`src/rtl/uart_byte_tx.sv`:
```
// Byte-wide asynchronous UART transmitter: start bit, 8 data bits LSB-first,
// optional odd/even parity, one or two stop bits, then a one-cycle is_done pulse.
module uart_byte_tx #(
   parameter int CLK_FREQ  = 50000000,
   parameter int BAUD      = 9600,
   parameter int PARITY    = 0,
   parameter int STOP_BITS = 1
) (
   input  logic       clk,
   input  logic       rst,
   input  logic [7:0] uart_data,
   input  logic       is_send,
   output logic       txd,
   output logic       is_done,
   output logic       busy
);

   localparam int BAUD_DIV = CLK_FREQ / BAUD;
   localparam int CNT_W    = $clog2(BAUD_DIV);
   localparam logic [CNT_W-1:0] CNT_LAST = CNT_W'(BAUD_DIV - 1);

   // Parity modes 3+ and stop counts other than 2 fall back to none / one stop.
   localparam bit PAR_EN   = (PARITY == 1) || (PARITY == 2);
   localparam bit PAR_ODD  = (PARITY == 1);
   localparam bit TWO_STOP = (STOP_BITS == 2);

   typedef enum logic [2:0] {
      ST_IDLE,
      ST_START,
      ST_DATA,
      ST_PARITY,
      ST_STOP,
      ST_DONE
   } state_t;

   state_t           state;
   logic [CNT_W-1:0] baud_cnt;
   logic [2:0]       bit_idx;
   logic [7:0]       shift;
   logic             par_bit;
   logic             stop_idx;
   logic             cell_end;

   assign cell_end = (baud_cnt == CNT_LAST);

   always_ff @(posedge clk) begin
      if (rst) begin
         state    <= ST_IDLE;
         baud_cnt <= '0;
         bit_idx  <= '0;
         shift    <= '0;
         par_bit  <= 1'b0;
         stop_idx <= 1'b0;
         txd      <= 1'b1;
         is_done  <= 1'b0;
         busy     <= 1'b0;
      end else begin
         is_done <= 1'b0;
         case (state)
            ST_IDLE: begin
               txd  <= 1'b1;
               busy <= 1'b0;
               if (is_send) begin
                  shift    <= uart_data;
                  par_bit  <= PAR_ODD ? ~^uart_data : ^uart_data;
                  baud_cnt <= '0;
                  state    <= ST_START;
                  txd      <= 1'b0;
                  busy     <= 1'b1;
               end
            end

            ST_START: begin
               if (cell_end) begin
                  baud_cnt <= '0;
                  bit_idx  <= '0;
                  state    <= ST_DATA;
                  txd      <= shift[0];
               end else begin
                  baud_cnt <= baud_cnt + 1'b1;
               end
            end

            // txd is registered, so the next bit is taken from shift[1] before the shift lands.
            ST_DATA: begin
               if (cell_end) begin
                  baud_cnt <= '0;
                  shift    <= shift >> 1;
                  if (bit_idx == 3'd7) begin
                     if (PAR_EN) begin
                        state <= ST_PARITY;
                        txd   <= par_bit;
                     end else begin
                        state    <= ST_STOP;
                        stop_idx <= 1'b0;
                        txd      <= 1'b1;
                     end
                  end else begin
                     bit_idx <= bit_idx + 3'd1;
                     txd     <= shift[1];
                  end
               end else begin
                  baud_cnt <= baud_cnt + 1'b1;
               end
            end

            ST_PARITY: begin
               if (cell_end) begin
                  baud_cnt <= '0;
                  state    <= ST_STOP;
                  stop_idx <= 1'b0;
                  txd      <= 1'b1;
               end else begin
                  baud_cnt <= baud_cnt + 1'b1;
               end
            end

            ST_STOP: begin
               txd <= 1'b1;
               if (cell_end) begin
                  baud_cnt <= '0;
                  if (stop_idx == TWO_STOP) begin
                     state   <= ST_DONE;
                     is_done <= 1'b1;
                  end else begin
                     stop_idx <= 1'b1;
                  end
               end else begin
                  baud_cnt <= baud_cnt + 1'b1;
               end
            end

            // is_send is deliberately ignored here while upstream drops it.
            ST_DONE: begin
               state <= ST_IDLE;
               txd   <= 1'b1;
               busy  <= 1'b0;
            end

            default: begin
               state <= ST_IDLE;
               txd   <= 1'b1;
               busy  <= 1'b0;
            end
         endcase
      end
   end

endmodule

```
`config.mk`:
```
export PLATFORM = sky130hd
export DESIGN_NAME = uart_byte_tx
export DESIGN_NICKNAME = d
export VERILOG_FILES = /design/src/rtl/uart_byte_tx.sv
export SDC_FILE = /design/constraint.sdc
export NUM_CORES = 1
export LEC_CHECK = 0
export ABC_AREA = 1
export BUFFER_PORTS_ARGS = -buffer_cell sky130_fd_sc_hd__buf_2
export CORE_MARGIN = 1.5
export CORE_UTILIZATION = 55
export DETAILED_ROUTE_END_ITERATION = 12
export PLACE_DENSITY_LB_ADDON = 0.25
export SETUP_SLACK_MARGIN = 0.1
export SYNTH_ARGS = -nofsm -noshare
export SYNTH_HDL_FRONTEND = slang
export SYNTH_SLANG_ARGS = --single-unit
```
`constraint.sdc`:
```
create_clock -name clk -period 2.5 [get_ports clk]
set_input_delay 0.5 -clock clk [delete_from_list [all_inputs] [get_ports clk]]
set_output_delay 0.5 -clock clk [all_outputs]
set_load 0.005 [all_outputs]
```
==> summary.md <==
| Metric | Value |
|---|---|
| Placed inst area | `1920 µm²` |
| Max Cap Viol | `0` |
| Fmax | `~580 MHz` |
| WP data required | `about 2700 ps` |
| Nets | `312` |
| DPL Wire Length | `~2900 µm` |
| Synth Instances | `between 200 and 300` |
| Slew headroom | `67.1%` |
| Via Count | `1747` |
| Setup ws final | `787 ps` |
| R2r endpoint | `bit_idx[2]$_SDFFE_PP0P_` |
| Die area | `roughly 3700 µm²` |
| Fin Hold WS | `410 ps` |
| Maximum fanout along the worst path | `16` |
| Crit path launch type | `register` |
| Clock transition at path regs | `about 90 ps` |
| Final non-filler cell total | `342` |
| Cell Rows | `20` |
| Fin area | `about 2000 µm²` |
| Io pins | `14` |
| RSZ-0062 raised after global routing | `no` |
| Starting Density | `approximately 60%` |
| Peak supply drop | `0.738 mV` |
| Final Hold Vio Count | `0` |
| Clk sink count | `30` |
| Worst hold path class | `in2reg` |
| P&R area growth vs syn | `6.23%` |
| PortBufs | `13` |
| Worst-skew pair later-pin latency | `330 ps` |
| Core area | `around 3100 µm²` |
| Total grt overflow | `0` |
| Ranking of synthesized cells by area | `dfxtp_1 (33%), nand2_1 (16%), nand3_1 (8.9%), nor2_1 (7.1%), inv_1 (6.1%)` |
| Share of cells above drive strength 1 | `14.8%` |
| Place WS | `821 ps` |
| Placed cells | `roughly 340` |
| Status | `finished, final reports clean` |
| Reg2reg path depth | `8` |
| Fin Clk Skew | `4.35 ps` |
| Initial DRC Count | `116` |
| Slew @ Worst Pin | `493 ps` |
| DRC | `0` |
| Final ANT Viol Nets | `0` |
| Final Wtd Congestion | `0.815` |
| WL/cell | `approximately 11 µm` |
| Post-CTS Setup Repair Bufs | `0` |
| Flops & latches, synth | `30` |
| Reg2reg setup slack | `between 700 and 800 ps` |
| Tot Pwr | `1.83 mW` |
| Min Tclk post-route | `1710 ps` |
| Initial antenna violation count | `0` |
| Fin crit share | `68.5%` |
| WS Path Type | `reg2reg` |
| Core Util, Final | `a little over three fifths` |
| WHS Path Cells | `3` |
| Top cell type's share of synthesized area | `32.5%` |
| CTS tree | `built` |
| Detailed Routing Iterations Pass 1 | `4` |
| Die X | `60.9 µm` |
| CTS Buf Count | `5` |
| Inserted Diodes | `0` |
| Share of async-settable or async-resettable flops after synthesis | `0%` |
| Post-synthesis cell area | `1850 µm²` |
| Final setup TNS | `0 ps` |
| Synth unique cells | `25` |
| Static leakage | `0.854 nW` |
| Avg Vias per Cell | `~5.1` |
| Hold Buf Count CTS | `0` |
| Critical path endpoint category | `register` |
| Clock root cell | `clkbuf_4` |
| Die Ht | `60.9 µm` |
| Share of the yosys chip area belonging to registers | `32.5%` |
| CP startpoint | `state[2]$_SDFFE_PP0P_` |
| Final setup viols | `0` |
| Post_cts resized | `0` |
| CP Capture Point | `bit_idx[2]$_SDFFE_PP0P_` |
| Crit Reg-Reg Startpoint | `state[2]$_SDFFE_PP0P_` |
| GRT Util Overall | `23.4%` |
| Vias in the first global route | `1544` |
| Longest Clk Path Bufs | `2` |
| Worst EP arrival | `1940 ps` |
| Syn avg cell area | `~6.5 µm²` |
| WL final | `between 3000 and 4000 µm` |
| Post-synth top area cell | `dfxtp_1` |
| Yosys Warn Count | `0` |
| First-pass GRT wire length | `6440 µm` |
| Main flop type after synthesis | `dfxtp_1` |
| Pins Over Slew Limit | `0` |
| EDFF count, synth | `0` |
| Post-synthesis net count | `between 200 and 300` |
| Pin count of the biggest net entering global routing | `17` |
| PwrDens | `around 930 nW/µm²` |
| Number of H-tree levels | `2` |
final cells by class:
type	instances	area (µm²)
clock buffer	7	45.0
fill	304	1170
inverter	35	136
multi-input combinational	213	1060
sequential	30	601
tap	44	55.1
timing repair buffer	13	65.1
layout by cell type (no fill, tap or decap):
| cell | count |
|---|---|
| a21oi_1 | 19 |
| a21oi_2 | 1 |
| buf_2 | 13 |
| clkbuf_1 | 2 |
| clkbuf_4 | 5 |
| dfxtp_1 | 30 |
| ha_1 | 3 |
| inv_1 | 30 |
| inv_2 | 3 |
| inv_4 | 2 |
| nand2_1 | 81 |
| nand2_2 | 3 |
| nand2_4 | 1 |
| nand2_8 | 2 |
| nand3_1 | 33 |
| nand3_2 | 4 |
| nand4_1 | 4 |
| nand4_4 | 1 |
| nor2_1 | 35 |
| nor2_2 | 4 |
| nor2_4 | 4 |
| nor3_1 | 3 |
| o21ai_0 | 14 |
| or2_2 | 1 |
report_power, final:
part / internal, mW / switching (mW) / leakage (nW)
combinational: 0.292 / 0.639 / 0.584
sequential: 0.565 / 0.0650 / 0.245
clock: 0.106 / 0.161 / 0.0254
total: 0.962 / 0.864 / 0.854
synth_stat cells, types with 3 or more instances:
cell     number
a21oi_1      19
dfxtp_1      30
ha_1          3
inv_1        30
inv_2         3
nand2_1      81
nand2_2       3
nand3_1      33
nand3_2       4
nand4_1       4
nor2_1       35
nor2_2        4
nor2_4        4
nor3_1        3
o21ai_0      14
routing by layer:
metal  GRT usage [%]  vias up  wire length, µm  part of all wire, %
met5               0        -                0                    0
met4            7.14        0               50                  1.3
met3            8.96        8              118                  3.1
met2            39.6       26             1870                   49
met1            27.3      781             1800                   47
li1                -      932                -                    -
state kept, by name (all words and copies together) (netlist names):
| register | flops |
|---|---|
| bit_idx | 3 |
| is_done | 1 |
| state | 3 |
| busy | 1 |
| txd | 1 |
| shift | 8 |
| baud_cnt | 13 |
logic make-up (layout without fill, tap and decap cells):
| group | count (synthesis) | in the layout | synth area share (%) |
|---|---|---|---|
| AOI/OAI and AO/OA | 34 | 34 | 9.42 |
| adders and majority gates | 3 | 3 | 2.03 |
| buffers and inverters | 41 | 55 | 10.1 |
| DFF | 30 | 30 | 32.5 |
| and+or+nand+nor | 176 | 176 | 45.9 |
how the worst min path moves through the flow:
stage / start / end / slack, ps
2_1_floorplan: busy$_SDFFE_PP0N_ / busy$_SDFFE_PP0N_ / 450
3_3_place_gp: busy$_SDFFE_PP0N_ / busy$_SDFFE_PP0N_ / 450
3_5_place_dp: busy$_SDFFE_PP0N_ / busy$_SDFFE_PP0N_ / 460
4_1_cts: uart_data[7] / shift[7]$_SDFFE_PP0P_ / 410
5_1_grt: uart_data[7] / shift[7]$_SDFFE_PP0P_ / 400
6_report: uart_data[7] / shift[7]$_SDFFE_PP0P_ / 410
worst max-delay path: stages (launching register included):
cell,delay [ps]
dfxtp_1,340
inv_2,160
nand3_1,390
nand2_1,240
nand2_1,130
nor2_1,150
nand2_1,60
o21ai_0,80
nor2_1,50
Note: power is estimated with default switching activity, not from simulation.
